[src/rtl/unsign_multiplier_seq_pkg.sv]
// Shared definitions for the sequential unsigned arithmetic blocks: FSM states and
// counter sizing.
package unsign_multiplier_seq_pkg;

  typedef enum logic [1:0] {
    StIdle = 2'd0,
    StRun  = 2'd1,
    StDone = 2'd2
  } state_e;

  // Bits needed for a counter that must be able to hold the value w.
  function automatic int unsigned cnt_width(input int unsigned w);
    return $clog2(w + 1);
  endfunction

endpackage

[src/rtl/unsign_multiplier_seq_if.sv]
// Request/result bundle for the sequential unsigned multiplier.
interface unsign_multiplier_seq_if #(
  parameter int unsigned INPUT_BIT_WIDTH = 8
);
  logic                           Start;
  logic [INPUT_BIT_WIDTH-1:0]     Multiplicand;
  logic [INPUT_BIT_WIDTH-1:0]     Multiplier;
  logic                           Busy;
  logic                           Done;
  logic [2*INPUT_BIT_WIDTH-1:0]   Product;

  modport master (
    output Start, Multiplicand, Multiplier,
    input  Busy, Done, Product
  );

  modport slave (
    input  Start, Multiplicand, Multiplier,
    output Busy, Done, Product
  );
endinterface

[src/rtl/unsign_multiplier_seq.sv]
// Shift-and-add unsigned multiplier: fixed INPUT_BIT_WIDTH iterations per product,
// back-to-back starts accepted from the DONE state.
module unsign_multiplier_seq
  import unsign_multiplier_seq_pkg::*;
#(
  parameter int unsigned INPUT_BIT_WIDTH = 8
) (
  input  logic                  Clk,
  input  logic                  Reset,
  unsign_multiplier_seq_if.slave bus
);

  localparam int unsigned W  = INPUT_BIT_WIDTH;
  localparam int unsigned PW = 2 * W;
  localparam int unsigned CW = cnt_width(W);

  state_e          state_q, state_d;
  logic [PW-1:0]   acc_q, acc_d;
  logic [PW-1:0]   mcand_q, mcand_d;
  logic [W-1:0]    mplier_q, mplier_d;
  logic [CW-1:0]   cnt_q, cnt_d;
  logic [PW-1:0]   product_q, product_d;
  logic [PW-1:0]   acc_sum;
  logic            last_iter;

  always_comb begin
    acc_sum   = mplier_q[0] ? (acc_q + mcand_q) : acc_q;
    last_iter = (cnt_q == CW'(W - 1));

    state_d   = state_q;
    acc_d     = acc_q;
    mcand_d   = mcand_q;
    mplier_d  = mplier_q;
    cnt_d     = cnt_q;
    product_d = product_q;

    case (state_q)
      StIdle, StDone: begin
        if (bus.Start) begin
          state_d  = StRun;
          mcand_d  = PW'(bus.Multiplicand);
          mplier_d = bus.Multiplier;
          acc_d    = '0;
          cnt_d    = '0;
        end else begin
          state_d  = StIdle;
        end
      end
      StRun: begin
        acc_d    = acc_sum;
        mcand_d  = mcand_q << 1;
        mplier_d = mplier_q >> 1;
        cnt_d    = cnt_q + CW'(1);
        // Final partial product goes straight to the output register.
        if (last_iter) begin
          product_d = acc_sum;
          state_d   = StDone;
        end
      end
      default: state_d = StIdle;
    endcase
  end

  always_ff @(posedge Clk or posedge Reset) begin
    if (Reset) begin
      state_q   <= StIdle;
      acc_q     <= '0;
      mcand_q   <= '0;
      mplier_q  <= '0;
      cnt_q     <= '0;
      product_q <= '0;
    end else begin
      state_q   <= state_d;
      acc_q     <= acc_d;
      mcand_q   <= mcand_d;
      mplier_q  <= mplier_d;
      cnt_q     <= cnt_d;
      product_q <= product_d;
    end
  end

  assign bus.Busy    = (state_q == StRun);
  assign bus.Done    = (state_q == StDone);
  assign bus.Product = product_q;

endmodule

[src/flat_wrapper.sv]
// flat-port wrapper written by rule: the top's interface ports become plain ports
module unsign_multiplier_seq_flat import unsign_multiplier_seq_pkg::*;
#(
  parameter int unsigned INPUT_BIT_WIDTH = 8
)
  (Clk, Reset, bus_Start, bus_Multiplicand, bus_Multiplier, bus_Busy, bus_Done, bus_Product);
  unsign_multiplier_seq_if #(.INPUT_BIT_WIDTH(INPUT_BIT_WIDTH)) bus_i ();
  input  logic Clk;
  input  logic Reset;
  input wire logic [$bits(bus_i.Start)-1:0] bus_Start;
  input wire logic [$bits(bus_i.Multiplicand)-1:0] bus_Multiplicand;
  input wire logic [$bits(bus_i.Multiplier)-1:0] bus_Multiplier;
  output wire logic [$bits(bus_i.Busy)-1:0] bus_Busy;
  output wire logic [$bits(bus_i.Done)-1:0] bus_Done;
  output wire logic [$bits(bus_i.Product)-1:0] bus_Product;
  assign bus_i.Start = bus_Start;
  assign bus_i.Multiplicand = bus_Multiplicand;
  assign bus_i.Multiplier = bus_Multiplier;
  assign bus_Busy = bus_i.Busy;
  assign bus_Done = bus_i.Done;
  assign bus_Product = bus_i.Product;
  unsign_multiplier_seq #(.INPUT_BIT_WIDTH(INPUT_BIT_WIDTH)) u_core (.Clk(Clk), .Reset(Reset), .bus(bus_i));
endmodule
[config.mk]
export PLATFORM = sky130hd
export DESIGN_NAME = unsign_multiplier_seq_flat
export DESIGN_NICKNAME = d
export VERILOG_FILES = /design/src/rtl/unsign_multiplier_seq_pkg.sv /design/src/rtl/unsign_multiplier_seq_if.sv /design/src/rtl/unsign_multiplier_seq.sv /design/src/flat_wrapper.sv
export SDC_FILE = /design/constraint.sdc
export NUM_CORES = 1
export LEC_CHECK = 0
export CORE_AREA = 2 2 78 80
export DETAILED_ROUTE_END_ITERATION = 10
export DIE_AREA = 0 0 80 82
export PLACE_DENSITY = 0.82
export SYNTH_ARGS = -nofsm -noshare
export SYNTH_HDL_FRONTEND = slang
export SYNTH_SLANG_ARGS = --single-unit
export TNS_END_PERCENT = 30
[constraint.sdc]
create_clock -name Clk -period 3.4 [get_ports Clk]
set_input_delay 0.68 -clock Clk [delete_from_list [all_inputs] [get_ports Clk]]
set_output_delay 0.68 -clock Clk [all_outputs]
set_load 0.01 [all_outputs]
==> qor.csv <==
stage,metric,value,unit
setup_path,reg2reg_from,u_core.mcand_q[0]$_DFFE_PP0P_,
placement,portBuffers,36,
drt,avgRoutedWirePerCell,16.6,um
global_route,grt_pass1_wl,12500,um
placement,dp_cells,432,
drt,via_count,2647,
synth,synth.yosys.warnings,0,
clock_tree,ctsLongestPathBuffers,2,
layout,nets,404,
sta,fin_crit,2.74,ns
setup_path,crit_buf_inv,2,
placement,place_hpwl,5100,um
sta,timing.final.crit_share,0.805,
sta,rsz0062_at_grt,no,
layout,syn2layout_area_growth,19.1,%
synth,synthArstFlopShare,1.00,
synth,syn_nets,368,
global_route,grt_overflow,0,
clock_tree,cts_hold_buf,0,
synth,netlist_area,3300,um^2
synth,netlist.area_leader.share,0.470,
layout,regArea,1550,um^2
clock_tree,cts_htree_levels,3,
synth,synth_edf_count,0,
synth,yosysTopAreaCell,dfrtp_1,
synth,ys_seq_area_frac,0.470,
clock_tree,path_clk_slew,0.07,ns
die,start_util,0.574,
setup_path,crit_start,u_core.state_q[1]$_DFFE_PP0P_,
synth,ys_ff_latch,62,
sta,maxSlewViolCount,0,
clock_tree,postCtsSetupRepairBufs,0,
setup_path,critPathMaxStageDelay,0.64,ns
sta,setup_tns,0,ns
flow_run,maxCapViolations,0,
clock_tree,numCtsBuffers,9,
layout,nFillCells,460,
setup_path,critPathTopFamily,buffers and inverters,
sta,slew_headroom,0.477,
hold_path,hp-start,u_core.bus.Product[10]$_DFFE_PP0P_,
layout,drive_gt1_frac,0.105,
sta,finalHoldViolCount,0,
drt,ant_nets,0,
clock_tree,clkSinkCount,62,
setup_path,crit_type,reg -> out,
global_route,gr-usage-all-layers,0.251,
pwr,p_total,3.91,mW
synth,synth_flop_cell,dfrtp_1,
setup_path,crit_required,2.72,ns
clock_tree,worst_skew_pair.late_latency,0.34,ns
die,fp.dieH,82,um
setup_path,crit_path_end_kind,output pin,
setup_path,critical-path-slowest-cell,clkdlybuf4s50_1,
pwr,leakagePower,1.88,nW
drt,drt_iter0_drc,122,
setup_path,start_kind,flip-flop,
drt,drcViolationCount,0,
layout,final-instance-count-excl-fill,447,
global_route,antenna_found_initial,0,
pwr,p_per_area,996,nW/um^2
sta,hold-worst-slack,0.478,ns
setup_path,crit_chain,nand2b_1 -> inv_1 -> clkdlybuf4s50_1,
pwr,ir_worst_vdd,531,uV
die,die_area,6560,um^2
setup_path,cp.arrival,2.06,ns
drt,vias_per_cell,5.92,
sta,worst_pin_slew,0.782,ns
synth,synthTopCellsByArea,"dfrtp_1, ha_1, nand2_1, mux2i_1, a22o_1",
hold_path,hp-class,reg -> reg,
synth,synth.distinct_cells,47,
sta,fmax,0.365,GHz
drt,wl,7400,um
placement,globalplace.congestion,0.872,
synth,synth_area_per_cell,9.94,um^2
drt,drt_pass1_iterations,4,
clock_tree,cts_tree,done,
die,boundaryPins,37,
synth,syn_inst,332,
setup_path,critPathMaxFanout,16,
die,placementRows,28,
die,core,5750,um^2
clock_tree,clockRootBuffer,clkbuf_8,
global_route,first_global_vias,2636,
layout,antenna_cells,0,
die,die_w,80,um
clock_tree,cts_resized,0,
global_route,grt_max_degree,28,
sta,fin_skew,0.00761,ns
sta,setup_viol,0,
layout,multiInputGateArea,1650,um^2
run_status,outcome,completed,
cell type report:
cell class | instances | share of cell area
Timing Repair Buffer | 44 | 0.107
Tap cell | 75 | 0.0239
Clock buffer | 11 | 0.0360
Clock inverter | 4 | 0.0121
Multi-Input combinational cell | 244 | 0.420
Sequential cell | 62 | 0.395
Inverter | 7 | 0.00668
kinds of logic after synthesis:
logic type               share of synthesized area
XOR/XNOR                                    0.0372
multiplexers                                0.0375
adder cells (fa/ha/maj)                     0.0667
AO/OA/AOI/OAI                                0.219
AND/OR/NAND/NOR                              0.140
flip-flops                                   0.470
buffers and inverters                       0.0299
worst reg2reg max path, delay by kind of cell (launching register included):
kind	cells	cell delay, ns
AO/OA/AOI/OAI	6	1.23
multiplexers	1	0.13
adder cells (fa/ha/maj)	2	0.67
flip-flops	1	0.41
synth_stat cells (4+ instances only):
| library cell | count |
|---|---|
| xnor2_1 | 7 |
| clkbuf_1 | 15 |
| nand3_1 | 15 |
| nand2b_1 | 4 |
| a22o_1 | 12 |
| o21ai_1 | 4 |
| ha_1 | 16 |
| a22oi_1 | 13 |
| a21o_1 | 5 |
| and3_1 | 9 |
| mux2i_1 | 11 |
| inv_1 | 7 |
| xor2_1 | 7 |
| dfrtp_1 | 62 |
| nand2_1 | 51 |
| nor2_1 | 12 |
| a31o_2 | 7 |
| a21oi_1 | 13 |
| o21ai_0 | 20 |
stage by stage:
| stage | setup WS (ns) | utilization | area (um^2) |
|---|---|---|---|
| 2_1_floorplan | 1.08 | - | 3300 |
| 3_3_place_gp | 0.902 | 0.651 | 3740 |
| 3_5_place_dp | 0.864 | 0.651 | 3740 |
| 4_1_cts | 0.667 | 0.684 | 3930 |
| 5_1_grt | 0.561 | 0.684 | 3930 |
| 6_report | 0.662 | 0.684 | 3930 |
path summary, 6_finish.rpt:
| check | end | slack (ns) | depth (start not counted) |
|---|---|---|---|
| worst max-delay path | bus_Busy | 0.66 | 3 |
| worst min-delay path | u_core.bus.Product[10]$_DFFE_PP0P_ | 0.48 | 2 |
| worst max register to register | u_core.bus.Product[14]$_DFFE_PP0P_ | 0.84 | 9 |
| worst min register to register | u_core.bus.Product[10]$_DFFE_PP0P_ | 0.48 | 2 |
| max in group asynchronous | u_core.mcand_q[11]$_DFFE_PP0P_ | 2.00 | 3 |
| min in group asynchronous | u_core.mplier_q[4]$_DFFE_PP0P_ | 0.70 | 2 |
state kept, by name, summed over array words and instances, names as in the netlist:
name,count
u_core.state_q,2
u_core.bus.Product,16
u_core.mcand_q,16
u_core.mplier_q,8
u_core.cnt_q,4
u_core.acc_q,16
metal layers:
| metal | global-route usage | vias to the layer above | routed length (um) | share of wire |
|---|---|---|---|---|
| met2 | 0.431 | 80 | 3680 | 0.50 |
| met5 | 0 | - | 0 | 0 |
| met1 | 0.313 | 1286 | 3190 | 0.43 |
| met4 | 0.107 | 0 | 164 | 0.022 |
| li1 | - | 1266 | - | - |
| met3 | 0.0462 | 15 | 360 | 0.049 |
report_power, final:
group          internal (mW)  switching, mW
clock network          0.352          0.278
registers               1.05          0.224
logic                  0.893           1.12
cells in the final DEF (no fill, tap or decap), types with 3 or more instances in the layout:
| master | synthesis | layout |
|---|---|---|
| o21ai_0 | 20 | 20 |
| and3_1 | 9 | 9 |
| dfrtp_1 | 62 | 62 |
| nand2b_1 | 4 | 4 |
| nand2_1 | 51 | 51 |
| a211o_1 | 3 | 3 |
| buf_4 | 0 | 8 |
| a22o_1 | 12 | 12 |
| a21oi_1 | 13 | 13 |
| a21oi_2 | 3 | 3 |
| xnor2_1 | 7 | 7 |
| a21o_1 | 5 | 5 |
| ha_1 | 16 | 16 |
| o21bai_1 | 3 | 3 |
| o21ai_1 | 4 | 4 |
| inv_1 | 7 | 6 |
| nor2_1 | 12 | 12 |
| nand3_1 | 15 | 15 |
| a22oi_1 | 13 | 13 |
| clkdlybuf4s50_1 | 0 | 36 |
| mux2i_1 | 11 | 11 |
| xor2_1 | 7 | 7 |
| clkbuf_8 | 0 | 10 |
| a31o_2 | 7 | 7 |
| nor2b_1 | 3 | 3 |
| nand4_1 | 3 | 3 |
No activity file was read; power rests on OpenSTA's default activity.
